**config.mk**
```make
export PLATFORM = sky130hd
export DESIGN_NAME = delay_timer_multi_flat
export DESIGN_NICKNAME = d
export VERILOG_FILES = /design/src/rtl/delay_timer_pkg.sv /design/src/rtl/delay_timer_multi_if.sv /design/src/rtl/delay_timer_channel.sv /design/src/rtl/delay_timer_multi.sv /design/src/flat_wrapper.sv
export SDC_FILE = /design/constraint.sdc
export NUM_CORES = 1
export LEC_CHECK = 0
export CAP_MARGIN = 20
export CELL_PAD_IN_SITES_DETAIL_PLACEMENT = 1
export CELL_PAD_IN_SITES_GLOBAL_PLACEMENT = 1
export CORE_MARGIN = 2
export CORE_UTILIZATION = 39
export DETAILED_ROUTE_END_ITERATION = 16
export HOLD_SLACK_MARGIN = 0.1
export PLACE_DENSITY_LB_ADDON = 0.1
export SETUP_SLACK_MARGIN = 0.1
export SLEW_MARGIN = 5
export SYNTH_ARGS = -nofsm -noshare
export SYNTH_HDL_FRONTEND = slang
export SYNTH_SLANG_ARGS = --single-unit
```
**constraint.sdc**
```tcl
create_clock -name clk -period 9.38 [get_ports clk]
set_input_delay 1.876 -clock clk [delete_from_list [all_inputs] [get_ports clk]]
set_output_delay 1.876 -clock clk [all_outputs]
set_load 0.01 [all_outputs]
```
**src/rtl/delay_timer_pkg.sv**
```systemverilog
// Shared unit codes, unit-to-milliseconds table and channel state type for the multi-channel delay timer.
package delay_timer_pkg;

  localparam logic [2:0] UNIT_MS  = 3'b000;
  localparam logic [2:0] UNIT_S   = 3'b001;
  localparam logic [2:0] UNIT_MIN = 3'b010;
  localparam logic [2:0] UNIT_HR  = 3'b011;
  localparam logic [2:0] UNIT_DAY = 3'b100;

  // Wide enough for one day in milliseconds minus one.
  localparam int MS_W = 27;

  typedef enum logic {
    IDLE = 1'b0,
    RUN  = 1'b1
  } ch_state_e;

  function automatic logic unit_valid(input logic [2:0] code);
    return (code <= UNIT_DAY);
  endfunction

  function automatic logic [MS_W-1:0] unit_to_ms(input logic [2:0] code);
    logic [MS_W-1:0] ms;
    case (code)
      UNIT_MS:  ms = MS_W'(1);
      UNIT_S:   ms = MS_W'(1000);
      UNIT_MIN: ms = MS_W'(60000);
      UNIT_HR:  ms = MS_W'(3600000);
      UNIT_DAY: ms = MS_W'(86400000);
      default:  ms = '0;
    endcase
    return ms;
  endfunction

endpackage

```
**src/rtl/delay_timer_multi_if.sv**
```systemverilog
// Request/status bundle between the sequencer and the multi-channel delay timer.
interface delay_timer_multi_if #(
  parameter int NUM_CH  = 4,
  parameter int DELAY_W = 6
);

  logic [NUM_CH-1:0]         start;
  logic [NUM_CH-1:0]         abort;
  logic                      pause;
  logic [NUM_CH*DELAY_W-1:0] delay;
  logic [NUM_CH*3-1:0]       unit;
  logic [NUM_CH-1:0]         busy;
  logic [NUM_CH-1:0]         done;
  logic [NUM_CH-1:0]         err;

  modport master (
    output start, abort, pause, delay, unit,
    input  busy, done, err
  );

  modport slave (
    input  start, abort, pause, delay, unit,
    output busy, done, err
  );

endinterface

```
**src/rtl/delay_timer_channel.sv**
```systemverilog
// One timer channel: IDLE/RUN FSM over a cycle -> millisecond -> delay down-counter cascade.
// The remaining time is held in mixed radix, so D*U*TICKS_PER_MS is never formed.
module delay_timer_channel
  import delay_timer_pkg::*;
#(
  parameter int DELAY_W      = 6,
  parameter int TICKS_PER_MS = 100000
) (
  input  logic               clk,
  input  logic               rst,
  input  logic               start_i,
  input  logic               abort_i,
  input  logic               pause_i,
  input  logic [DELAY_W-1:0] delay_i,
  input  logic [2:0]         unit_i,
  output logic               busy_o,
  output logic               done_o,
  output logic               err_o
);

  localparam int              CYC_W   = (TICKS_PER_MS > 1) ? $clog2(TICKS_PER_MS) : 1;
  localparam logic [CYC_W-1:0] CYC_MAX = CYC_W'(TICKS_PER_MS - 1);

  ch_state_e          state_q, state_d;
  logic [CYC_W-1:0]   cyc_q, cyc_d;
  logic [MS_W-1:0]    ms_q, ms_d;
  logic [DELAY_W-1:0] dly_q, dly_d;
  logic [2:0]         unit_q, unit_d;
  logic               zero_q, zero_d;
  logic               done_q, done_d;
  logic               err_q, err_d;
  logic               start_ok;

  always_ff @(posedge clk) begin
    if (rst) begin
      state_q <= IDLE;
      cyc_q   <= '0;
      ms_q    <= '0;
      dly_q   <= '0;
      unit_q  <= '0;
      zero_q  <= 1'b0;
      done_q  <= 1'b0;
      err_q   <= 1'b0;
    end else begin
      state_q <= state_d;
      cyc_q   <= cyc_d;
      ms_q    <= ms_d;
      dly_q   <= dly_d;
      unit_q  <= unit_d;
      zero_q  <= zero_d;
      done_q  <= done_d;
      err_q   <= err_d;
    end
  end

  always_comb begin
    state_d  = state_q;
    cyc_d    = cyc_q;
    ms_d     = ms_q;
    dly_d    = dly_q;
    unit_d   = unit_q;
    zero_d   = 1'b0;
    start_ok = start_i && !abort_i && unit_valid(unit_i);
    // Abort suppresses both a pending zero-delay completion and an invalid-unit error.
    done_d   = zero_q && !abort_i;
    err_d    = start_i && !abort_i && !unit_valid(unit_i);

    case (state_q)
      IDLE: begin
        if (start_ok) begin
          if (delay_i == '0) begin
            zero_d = 1'b1;
          end else begin
            state_d = RUN;
            cyc_d   = CYC_MAX;
            ms_d    = unit_to_ms(unit_i) - MS_W'(1);
            dly_d   = delay_i - DELAY_W'(1);
            unit_d  = unit_i;
          end
        end
      end
      RUN: begin
        if (abort_i) begin
          state_d = IDLE;
          cyc_d   = '0;
          ms_d    = '0;
          dly_d   = '0;
        end else if (!pause_i) begin
          if (cyc_q == '0 && ms_q == '0 && dly_q == '0) begin
            state_d = IDLE;
            done_d  = 1'b1;
          end else if (cyc_q != '0) begin
            cyc_d = cyc_q - CYC_W'(1);
          end else begin
            cyc_d = CYC_MAX;
            if (ms_q != '0) begin
              ms_d = ms_q - MS_W'(1);
            end else begin
              ms_d  = unit_to_ms(unit_q) - MS_W'(1);
              dly_d = dly_q - DELAY_W'(1);
            end
          end
        end
      end
      default: state_d = IDLE;
    endcase
  end

  assign busy_o = (state_q == RUN);
  assign done_o = done_q;
  assign err_o  = err_q;

endmodule

```
**src/rtl/delay_timer_multi.sv**
```systemverilog
// Multi-channel delay timer: NUM_CH independent channels sharing clock, reset and a global pause.
module delay_timer_multi
  import delay_timer_pkg::*;
#(
  parameter int NUM_CH       = 4,
  parameter int DELAY_W      = 6,
  parameter int TICKS_PER_MS = 100000
) (
  input logic               clk,
  input logic               rst,
  delay_timer_multi_if.slave tmr_if
);

  for (genvar i = 0; i < NUM_CH; i++) begin : g_ch
    delay_timer_channel #(
      .DELAY_W     (DELAY_W),
      .TICKS_PER_MS(TICKS_PER_MS)
    ) u_ch (
      .clk    (clk),
      .rst    (rst),
      .start_i(tmr_if.start[i]),
      .abort_i(tmr_if.abort[i]),
      .pause_i(tmr_if.pause),
      .delay_i(tmr_if.delay[i*DELAY_W +: DELAY_W]),
      .unit_i (tmr_if.unit[i*3 +: 3]),
      .busy_o (tmr_if.busy[i]),
      .done_o (tmr_if.done[i]),
      .err_o  (tmr_if.err[i])
    );
  end

endmodule

```
**src/flat_wrapper.sv**
```systemverilog
// flat-port wrapper written by rule: the top's interface ports become plain ports
module delay_timer_multi_flat import delay_timer_pkg::*;
#(
  parameter int NUM_CH       = 4,
  parameter int DELAY_W      = 6,
  parameter int TICKS_PER_MS = 100000
)
  (clk, rst, tmr_if_start, tmr_if_abort, tmr_if_pause, tmr_if_delay, tmr_if_unit, tmr_if_busy, tmr_if_done, tmr_if_err);
  delay_timer_multi_if #(.NUM_CH(NUM_CH), .DELAY_W(DELAY_W)) tmr_if_i ();
  input logic clk;
  input logic rst;
  input wire logic [$bits(tmr_if_i.start)-1:0] tmr_if_start;
  input wire logic [$bits(tmr_if_i.abort)-1:0] tmr_if_abort;
  input wire logic [$bits(tmr_if_i.pause)-1:0] tmr_if_pause;
  input wire logic [$bits(tmr_if_i.delay)-1:0] tmr_if_delay;
  input wire logic [$bits(tmr_if_i.unit)-1:0] tmr_if_unit;
  output wire logic [$bits(tmr_if_i.busy)-1:0] tmr_if_busy;
  output wire logic [$bits(tmr_if_i.done)-1:0] tmr_if_done;
  output wire logic [$bits(tmr_if_i.err)-1:0] tmr_if_err;
  assign tmr_if_i.start = tmr_if_start;
  assign tmr_if_i.abort = tmr_if_abort;
  assign tmr_if_i.pause = tmr_if_pause;
  assign tmr_if_i.delay = tmr_if_delay;
  assign tmr_if_i.unit = tmr_if_unit;
  assign tmr_if_busy = tmr_if_i.busy;
  assign tmr_if_done = tmr_if_i.done;
  assign tmr_if_err = tmr_if_i.err;
  delay_timer_multi #(.NUM_CH(NUM_CH), .DELAY_W(DELAY_W), .TICKS_PER_MS(TICKS_PER_MS)) u_core (.clk(clk), .rst(rst), .tmr_if(tmr_if_i));
endmodule
```
# After elaboration in Yosys (flattened, before gate mapping)
# Index checks and enable logic that the tools add are counted.
# op_classes
addsub,24
order_cmp,4
n_eq_ne,56
muxes,180
bitwise,12
n_reduce_logical,84
# op_table
operator,n
$mux 27,64
$pmux 27 s5,8
$mux 17,24
$sub 27x1->27 const B,12
$pmux 27 s2,4
$mux 6,28
$pmux 17 s2,4
$logic_not 27->1,4
$reduce_bool 27->1,4
$logic_not 17->1,4
$reduce_bool 17->1,4
$sub 17x1->17 const B,4
$eq 3x2->1 const B,16
$logic_not 6->1,8
$ne 3x3->1 const B,16
$pmux 6 s2,4
$sub 6x1->6 const B,8
$mux 1,40
$eq 3x1->1 const B,8
$eq 3x3->1 const B,8
$logic_and 1x1->1,24
$logic_not 3->1,8
$reduce_and 6->1,4
$reduce_and 5->1,4
8 further kinds,48
# word_totals
register_bits,228
in_bits,47
out_inout_bits,12
elab_cells,392

# Logic depth before layout (Yosys ltp)
# Gate-level depths: netlist (run 1).
# depth
depth_word,15
mapped_depth,14
ltp_nobuf,13

# By module
# A second synthesis (run 1) with hierarchy kept.
# unflattened
cells_unflattened,2080
area_unflattened_um2,15491.1
# modules_own_cells
module,instances,cells_each,area_each_um2,seq_area_each_um2
delay_timer_channel at u_core.g_ch[0].u_ch ...,3,521,3900.0,1141.1
delay_timer_channel at u_core.g_ch[3].u_ch,1,517,3791.1,1141.1

# Worst setup path after synthesis (run 1)
# No wires, ideal clock.
# synth_path
kind,input -> register
startpoint,input port tmr_if_abort[1]
endpoint,register u_core.g_ch[1].u_ch.dly_q[2]
setup_ns,0.128
arrival_time_ns,3.849
slack_ns,5.404
cell_stages,9
n_path_buf,2
path_cell_list,clkbuf_1 > or3b_2 > a211oi_1 > a21oi_1 > o41ai_2 > buf_2 > o21ai_0 > a22oi_1 > nor2_1
# synth_via
elab_chain_len,5
# synth_rtl
item,line_no,rtl
"start, declared",flat_wrapper.sv:13,input wire logic [$bits(tmr_if_i.abort)-1:0] tmr_if_abort;
$logic_not 1->1,delay_timer_channel.sv:63,start_ok = start_i && !abort_i && unit_valid(unit_i);
$logic_and 1x1->1 (2 in a row),delay_timer_channel.sv:63,
$ne 2x2->1 (no source line),-,
$reduce_and 6->1 (no source line),-,
"end signal, assigned",delay_timer_channel.sv:48,dly_q <= dly_d;
"end, declared",delay_timer_channel.sv:27,"logic [DELAY_W-1:0] dly_q, dly_d;"
# Several ways; a longest one is shown, not always the timed one.
# A chain may end at the register's enable or synchronous reset.

# Worst setup path after layout (run 1)
# layout_path
startpoint,input port tmr_if_delay[0]
endpoint,register u_core.g_ch[0].u_ch.ms_q[18]
# layout_via
elab_chain_len,3
# layout_rtl
item,line_no,rtl
"start, declared",flat_wrapper.sv:15,input wire logic [$bits(tmr_if_i.delay)-1:0] tmr_if_delay;
$logic_not 6->1,delay_timer_channel.sv:71,if (delay_i == '0) begin
$ne 2x2->1 (no source line),-,
$reduce_and 5->1 (no source line),-,
"end signal, assigned",delay_timer_channel.sv:47,ms_q <= ms_d;
"end, declared",delay_timer_channel.sv:26,"logic [MS_W-1:0] ms_q, ms_d;"
# Every way passes these cells.

==> impl_metrics.toml, run 1 <==
[status]
status = "complete, no violations"

[yosys]
ys_top_cells_by_area = "dfxtp_1 31%, a21oi_1 6.5%, nor2_1 6.3%"
async_reset_ff_frac = 0
yosys_warnings = 0
seq_area_frac_synth = 0.305
yosysUniqueCellTypes = 86
yosys.area.top_type = "dfxtp_1"
synth_top_area_frac = 0.305
synth-edff-count = 0
synth_flop_cell = "dfxtp_1"
synth.avg_cell_area_um2 = 7.29
syn_inst = 2050
ys_seq_elements = 228
synth_fp_nets = 2121
synth_area_um2 = 14900

[floorplan]
rows = 71
die_width_um = 200
coreArea_um2 = 37700
fp.dieArea_um2 = 39900
ios = 59
die_y_um = 200
initial_core_util = 0.397

[clock_tree]
ctsResizeCount = 0
clkTransAtPathRegs_ns = 0.06
cts_hold_buf = 0
htree_levels = 1
cts_root_buf = "clkbuf_16"
clock_latency_ns = 0.58
cts_buffers = 29
post_cts_buffers = 0
cts_buffer_depth = 3
cts_tree = "built"
cts_sinks = 228

[sta]
setup_violations = 0
finalCritPeriodShare = 0.511
tns_ns = 0
tightest_slew_ns = 1.03
hold_violations = 0
slew_violations = 0
whs_ns = 0.456
finalClockSkew_ns = 0.0232
layout_min_cycle_time_ns = 4.79
slew_headroom = 0.311
fmax_mhz = 209
rsz0062_at_grt = "false"

[global_routing]
grt_use_total = 0.255
grt_overflow = 0
grt_pass1_wl_um = 83900
antenna_found_initial = 0
grt_max_degree = 70
grt_pass1_vias = 15800

[drt]
vias_per_cell = 6.10
vias = 15600
drtIter0Drc = 892
wl_per_cell_um = 19.9
wl_um = 51000
final_antenna_net_count = 0
drt_pre_antenna_iters = 5
drc = 0

[final_layout]
fin_nets = 2103
areaGrowthSynthToFinish_pct = 12.3
drive_gt1_frac = 0.0590
antenna_cells = 0
fill_cells = 4757

[worst_setup_path]
cp-end-kind = "register"
start_kind = "input pin"
critPathKind = "input pin to register"
critical_path.cell_chain = "clkdlybuf4s50_1, inv_1, ha_1, nand2b_1, o211ai_1, nand2_1, a31o_2, o21ai_1, a21oi_1, a221oi_1"
worstPathArrival_ns = 5.26
path_max_fanout = 29
crit_path_top_delay_cell = "clkdlybuf4s50_1"
cp.required_ns = 9.85
crit_path_max_incr_delay_ns = 0.56

[run]
drv_cap = 0

[power]
irDropWorstVdd_uv = 150
power.leakage_nw = 5.91
power.density_nw_per_um2 = 187

[place]
dp_hpwl_um = 35000
globalplace.congestion = 0.879
io_buffers = 58

[min_path]
min-delay-path-class = "register to register"
-- cells in the mapped netlist, types with 20 or more instances --
cell type,number
nor2_1,250
dfxtp_1,228
a21oi_1,193
nor3_1,157
o21ai_0,156
nand2_1,138
clkbuf_1,115
inv_1,66
a31oi_1,55
nor4_1,55
xnor2_1,47
a211oi_1,43
xor2_1,39
or3_1,38
nand3_1,35
or4_1,30
ha_1,24
nand2b_1,22
nor2b_1,20
o22ai_1,20
-- placed cells by master, fill, tap and decap left out, drive strengths merged, types with 8 or more instances in the layout --
cell type	count
nor2	250
dfxtp	228
a21oi	193
o21ai	160
nor3	158
nand2	138
inv	67
clkdlybuf4s50	57
nor4	57
a31oi	55
xnor2	47
a211oi	43
clkbuf	43
xor2	39
or3	39
nand3	36
buf	32
or4	31
ha	24
nand2b	22
o22ai	21
nor2b	20
o31ai	20
o211ai	19
nand4	14
nor3b	13
a311oi	11
or2	11
a221oi	10
o221ai	10
o311ai	10
o21a	8
a22oi	8
a21o	8
and2	8
and3	8
nor4b	8
or4b	8
-- through the flow --
stage / setup slack (ns) / cells / power [mW] / area (um2) / util
CTS: 4.68 / 2563 / 3.17 / 16800 / 0.446
finish: 4.59 / 2563 / 3.14 / 16800 / 0.446
global placement: 4.21 / 2511 / 2.00 / 15800 / 0.420
floorplan: 5.40 / 2050 / 1.77 / 14900 / -
detailed placement: 4.03 / 2512 / 2.03 / 15800 / 0.420
global route: 4.32 / 2563 / 3.32 / 16800 / 0.446
-- final timing paths --
| kind | depth (start not counted) | slack [ns] | endpoint | startpoint |
|---|---|---|---|---|
| worst max register to register | 12 | 5.02 | u_core.g_ch[2].u_ch.ms_q[24] | u_core.g_ch[2].u_ch.ms_q[6] |
| worst min register to register | 1 | 0.46 | u_core.g_ch[3].u_ch.ms_q[23] | u_core.g_ch[3].u_ch.ms_q[23] |
| worst min-delay path | 1 | 0.46 | u_core.g_ch[3].u_ch.ms_q[23] | u_core.g_ch[3].u_ch.ms_q[23] |
| worst max-delay path | 10 | 4.59 | u_core.g_ch[0].u_ch.ms_q[18] | tmr_if_delay[0] |
-- power by group --
group / internal [mW] / total, mW / switching (mW)
clock network: 0.674 / 1.13 / 0.452
logic: 0.329 / 0.895 / 0.566
registers: 1.04 / 1.12 / 0.0852
total: 2.04 / 3.14 / 1.10
-- metal layers --
metal / wire, um / global-route usage / part of all wire
met5: 0 / 0 / 0
met4: 1140 / 0.0669 / 0.022
met3: 1710 / 0.0304 / 0.033
met2: 24200 / 0.439 / 0.47
met1: 23900 / 0.339 / 0.47
-- state kept, by name, summed over array words and instances, names as in the netlist --
signal	count
u_core.g_ch.u_ch.cyc_q	68
u_core.g_ch.u_ch.busy_o	4
u_core.g_ch.u_ch.unit_q	12
u_core.g_ch.u_ch.zero_q	4
u_core.g_ch.u_ch.dly_q	24
u_core.g_ch.u_ch.err_o	4
u_core.g_ch.u_ch.ms_q	108
u_core.g_ch.u_ch.done_o	4
-- logic make-up (layout without fill, tap and decap cells) --
family,count (synthesis),count (layout),share of synthesized area
and+or+nand+nor,847,847,0.288
AOI/OAI and AO/OA,653,653,0.276
DFF,228,228,0.305
buffers and inverters,205,207,0.0554
xor gates and xnor gates,86,86,0.0504
adders and majority gates,26,26,0.0214
muxes,5,5,0.00335
-- worst max-delay path: cells and delay by family --
family,cells,cell delay (ns)
AO/OA/AOI/OAI,5,1.96
adder cells (fa/ha/maj),1,0.18
buffers and inverters,2,0.73
AND/OR/NAND/NOR,2,0.52
-- cell type report --
| class | instances | area, um2 | share of cell area |
|---|---|---|---|
| Timing Repair Buffer | 89 | 815 | 0.0485 |
| Clock inverter | 8 | 96.3 | 0.00574 |
| Inverter | 67 | 251 | 0.0150 |
| Multi-Input combinational cell | 1617 | 9570 | 0.570 |
| Sequential cell | 228 | 4560 | 0.272 |
| Clock buffer | 43 | 848 | 0.0506 |
| Tap cell | 511 | 639 | 0.0381 |
Power figures use the tool's default switching activity.
==> run 2: changes to the inputs <==
Clock period 9.38 ns to 4.6 ns, I/O delays scaled along.
==> run 2 against run 1 <==
Compared with the run above:
- worst hold slack improved by 0.016 ns
- clock-buffer cell count increased by 4
- largest power group is now sequential cells
- non-clock buffer count up 31
- highest routed layer unchanged
- final area rose by 1.4%
- routed wire length rose by 0.60%
- clock power up 100%
- register-to-register slack worse by 4.5 ns
- sequential power up 100%
- via count grew 1.3%
- setup slack worse by 4.0 ns
- power increased by 100%
- sequential cell count stayed put
==> impl_metrics.toml, run 2 (same netlist as run 1, synthesis figures left out) <==
[clock_tree]
cts_root_buf = "clkbuf_16"
clock_latency_ns = 0.57
htree_levels = 1
cts_sinks = 228
cts_buffer_depth = 3
cts_hold_buf = 0
post_cts_buffers = 0
clkTransAtPathRegs_ns = 0.06
ctsResizeCount = 0
cts_tree = "built"
cts_buffers = 30

[sta]
whs_ns = 0.472
slew_violations = 0
hold_violations = 0
tightest_slew_ns = 1.00
tns_ns = 0
fin_ws_ns = 0.557
finalClockSkew_ns = 0.0187
setup_violations = 0
fmax_mhz = 247
rsz0062_at_grt = "false"
finalCritPeriodShare = 0.879
layout_min_cycle_time_ns = 4.04
slew_headroom = 0.325

[run]
drv_cap = 0

[floorplan]
die_y_um = 200
die_width_um = 200
rows = 71
initial_core_util = 0.397
coreArea_um2 = 37700
fp.dieArea_um2 = 39900
ios = 59

[power]
power_mw = 6.45
power.leakage_nw = 6.06
irDropWorstVdd_uv = 299
power.density_nw_per_um2 = 379

[global_routing]
grt_max_degree = 104
grt_pass1_wl_um = 85000
grt_overflow = 0
antenna_found_initial = 0
grt_pass1_vias = 16100
grt_use_total = 0.258

[drt]
wl_um = 51300
final_antenna_net_count = 0
vias = 15900
drt_pre_antenna_iters = 4
drc = 0
wl_per_cell_um = 19.7
vias_per_cell = 6.11
drtIter0Drc = 768

[final_layout]
fin_nets = 2135
layout_commonest_cell = "nor2_1"
regArea_um2 = 4560
final_area_um2 = 17000
multi_input_area_um2 = 9560
reg_top3 = "u_core.g_ch.u_ch.ms_q x108, u_core.g_ch.u_ch.cyc_q x68, u_core.g_ch.u_ch.dly_q x24"
stdcell_count = 2596
final_util = 0.452
fill_cells = 4769
mostFrequentLayoutCells = "250 x nor2_1, 228 x dfxtp_1, 193 x a21oi_1, 157 x nor3_1, 156 x o21ai_0"
top_register = "u_core.g_ch.u_ch.ms_q"
largest_reg_flops = 108
antenna_cells = 0
drive_gt1_frac = 0.0715
areaGrowthSynthToFinish_pct = 13.9

[worst_setup_path]
cp-end-kind = "register"
crit_path_max_incr_delay_ns = 0.67
cp_top_family = "simple AND/OR/NAND/NOR gates"
cp.required_ns = 5.06
critical_path.cell_chain = "nor2_1, nand3_1, nor4_1, buf_4, a21oi_1, ha_1, or4b_2, nor4_1, o311a_1, or4b_2, xnor2_1, nor3_1, nor2_1"
start_kind = "register"
critPathBufInv = 1
critPathKind = "register to register"
path_max_fanout = 8
worstPathArrival_ns = 4.50
crit_path_top_delay_cell = "or4b_2"

[place]
dp_hpwl_um = 35900
place_area_um2 = 16100
place_inst = 2543
io_buffers = 58
dpl_worst_slack_ns = 0.640
globalplace.congestion = 0.862

[status]
status = "complete, no violations"

[min_path]
min-delay-path-class = "register to register"
[run 2: power breakdown]
group	total [mW]	internal (mW)	leakage, nW	switching (mW)
logic	1.87	0.705	3.74	1.17
registers	2.29	2.12	1.86	0.170
clock network	2.29	1.36	0.461	0.927
total	6.45	4.18	6.06	2.26
[run 2: worst paths after layout]
check                                from                           end  slack (ns)  cells after the start
max          u_core.g_ch[0].u_ch.ms_q[21]  u_core.g_ch[0].u_ch.ms_q[26]        0.56                     13
max reg2reg  u_core.g_ch[0].u_ch.ms_q[21]  u_core.g_ch[0].u_ch.ms_q[26]        0.56                     13
min          u_core.g_ch[3].u_ch.ms_q[23]  u_core.g_ch[3].u_ch.ms_q[23]        0.47                      1
min reg2reg  u_core.g_ch[3].u_ch.ms_q[23]  u_core.g_ch[3].u_ch.ms_q[23]        0.47                      1
[run 2: area by class of cell]
class,instances,share of cell area
multi-input combinational,1617,0.562
clock inverter,6,0.00338
tap,511,0.0376
timing repair buffer,120,0.0621
inverter,67,0.0148
sequential,228,0.268
clock buffer,47,0.0521
[run 2: per-layer routing]
| metal | global-route usage | vias to the layer above | part of all wire |
|---|---|---|---|
| met4 | 0.0601 | 0 | 0.020 |
| met5 | 0 | - | 0 |
| li1 | - | 7666 | - |
| met1 | 0.346 | 7903 | 0.47 |
| met3 | 0.0276 | 68 | 0.030 |
| met2 | 0.446 | 214 | 0.48 |
==> run 3: changes to the inputs <==
Settings changed: DONT_BUFFER_PORTS set to 1, GPL_TIMING_DRIVEN set to 0.
==> run 3 against run 2 <==
Compared with the run above:
- setup slack got worse by 0.23 ns
- non-clock buffer count up 26
- final cell count up 1.2%
- clock skew shrank 0.010 ns
- power increased by 3.9%
- maximum frequency down 5.3%
- sequential power hardly changed
- critical path depth is the same
- highest routed layer unchanged
==> impl_metrics.toml, run 3 (same netlist as run 1, synthesis figures left out) <==
[drt]
wl_um = 60700
vias = 16500
vias_per_cell = 6.28
drc = 0
drtIter0Drc = 1093
drt_pre_antenna_iters = 7
wl_per_cell_um = 23.1
final_antenna_net_count = 0

[worst_setup_path]
rr_startpoint = "u_core.g_ch[0].u_ch.ms_q[5]"
path_max_fanout = 9
critPathKind = "register to register"
critical_path.cell_chain = "nor4_1, nand4bb_1, clkbuf_1, nor4_1, a21oi_1, ha_1, or4b_2, nor4_2, o311a_1, or4b_2, xnor2_1, nor3_1, nor2_1"
crit_path_top_delay_cell = "or4b_2"
worstSetupStartpoint = "u_core.g_ch[0].u_ch.ms_q[5]"
reg2reg_depth = 13
worstPathArrival_ns = 4.73
start_kind = "register"
cp-end-kind = "register"
crit_path_max_incr_delay_ns = 0.68
cp.required_ns = 5.06

[global_routing]
use_met1 = 0.393
grt_overflow = 0
grt_pass1_vias = 16400
busiest_layer = "met2"
antenna_found_initial = 1
gr-usage-met3 = 0.0474
grt_use_total = 0.301
grt_pass1_wl_um = 94100
grt_max_degree = 15
met2_usage = 0.506

[place]
dpl_worst_slack_ns = 0.0977
io_buffers = 0
dp_hpwl_um = 44000
place_inst = 2566
globalplace.congestion = 0.932
place_area_um2 = 15600

[clock_tree]
cts_buffer_depth = 3
clkTransAtPathRegs_ns = 0.06
cts_sinks = 228
cts_hold_buf = 0
clock_latency_ns = 0.58
cts_root_buf = "clkbuf_16"
cts_buffers = 30
htree_levels = 1
cts_tree = "built"

[sta]
tns_ns = 0
rsz0062_at_grt = "false"
layout_min_cycle_time_ns = 4.27
slew_violations = 0
fin_ws_ns = 0.330
setup_violations = 0
whs_ns = 0.486
finalClockSkew_ns = 0.00826
slew_headroom = 0.185
fmax_mhz = 234
finalCritPeriodShare = 0.928
tightest_slew_ns = 1.22
hold_violations = 0

[floorplan]
rows = 71
coreArea_um2 = 37700
die_y_um = 200
initial_core_util = 0.397
fp.dieArea_um2 = 39900
die_width_um = 200
ios = 59

[power]
power.density_nw_per_um2 = 400
irDropWorstVdd_uv = 279
power_mw = 6.70
power.leakage_nw = 5.88

[final_layout]
reg_top3 = "u_core.g_ch.u_ch.ms_q x108, u_core.g_ch.u_ch.cyc_q x68, u_core.g_ch.u_ch.dly_q x24"
fin_nets = 2161
drive_gt1_frac = 0.0605
top_register = "u_core.g_ch.u_ch.ms_q"
fill_cells = 4811
mostFrequentLayoutCells = "249 x nor2_1, 228 x dfxtp_1, 193 x a21oi_1, 156 x nor3_1, 156 x o21ai_0"
final_area_um2 = 16700
largest_reg_flops = 108
areaGrowthSynthToFinish_pct = 12.0
layout_commonest_cell = "nor2_1"
stdcell_count = 2626
final_util = 0.444

[min_path]
min-delay-path-class = "register to register"
hold_depth = 2
hold_start = "u_core.g_ch[3].u_ch.ms_q[19]"

[run]
drv_cap = 0

[status]
status = "complete, no violations"
## run 3: cell types whose count changed in the layout (fill, tap and decap cells not counted), sizes merged
cell           previous run  this run
bufinv                    1         3
buf                      63        29
clkdlybuf4s50            57         0
clkinvlp                  1         3
clkbuf                   47       160
clkinv                    5         8
diode                     0         1
## run 3: worst paths after layout
| path | end | slack (ns) |
|---|---|---|
| setup / recovery | u_core.g_ch[0].u_ch.ms_q[26] | 0.33 |
| hold / removal | u_core.g_ch[3].u_ch.ms_q[19] | 0.49 |
| setup reg to reg | u_core.g_ch[0].u_ch.ms_q[26] | 0.33 |
| hold reg to reg | u_core.g_ch[3].u_ch.ms_q[19] | 0.49 |
## run 3: worst max-delay path, delay by kind of cell (launching register included)
family | cells | cell delay, ns
AND/OR/NAND/NOR | 8 | 2.35
AO/OA/AOI/OAI | 2 | 0.63
flip-flops | 1 | 0.46
buffers and inverters | 1 | 0.34
adder cells (fa/ha/maj) | 1 | 0.24
XOR/XNOR | 1 | 0.14
## run 3: area by class of cell
| class | count | area (um2) | share of cell area |
|---|---|---|---|
| antenna | 1 | 2.50 | 0.000149 |
| buffer | 138 | 577 | 0.0345 |
| clock buffer | 43 | 911 | 0.0544 |
| clock inverter | 13 | 148 | 0.00882 |
| inverter | 67 | 251 | 0.0150 |
| multi-input combinational | 1617 | 9580 | 0.572 |
| sequential | 228 | 4560 | 0.273 |
| tap | 511 | 639 | 0.0382 |
| timing repair buffer | 8 | 67.6 | 0.00404 |
## run 3: timing repair
item	CTS	global route
endpoints found under the setup margin	0	10
setup buffers	0	0
gates resized for setup	0	4
## run 3: routing by layer
metal	vias up	wire length (um)
met5	-	0
met1	8215	27200
met3	105	3220
met2	464	28500
met4	0	1850
li1	7717	-
## run 3: where the power goes
group,switching [mW],total (mW),internal (mW)
Combinational,1.24,1.89,0.651
Clock,0.994,2.53,1.53
Sequential,0.161,2.28,2.12
Total,2.40,6.70,4.30
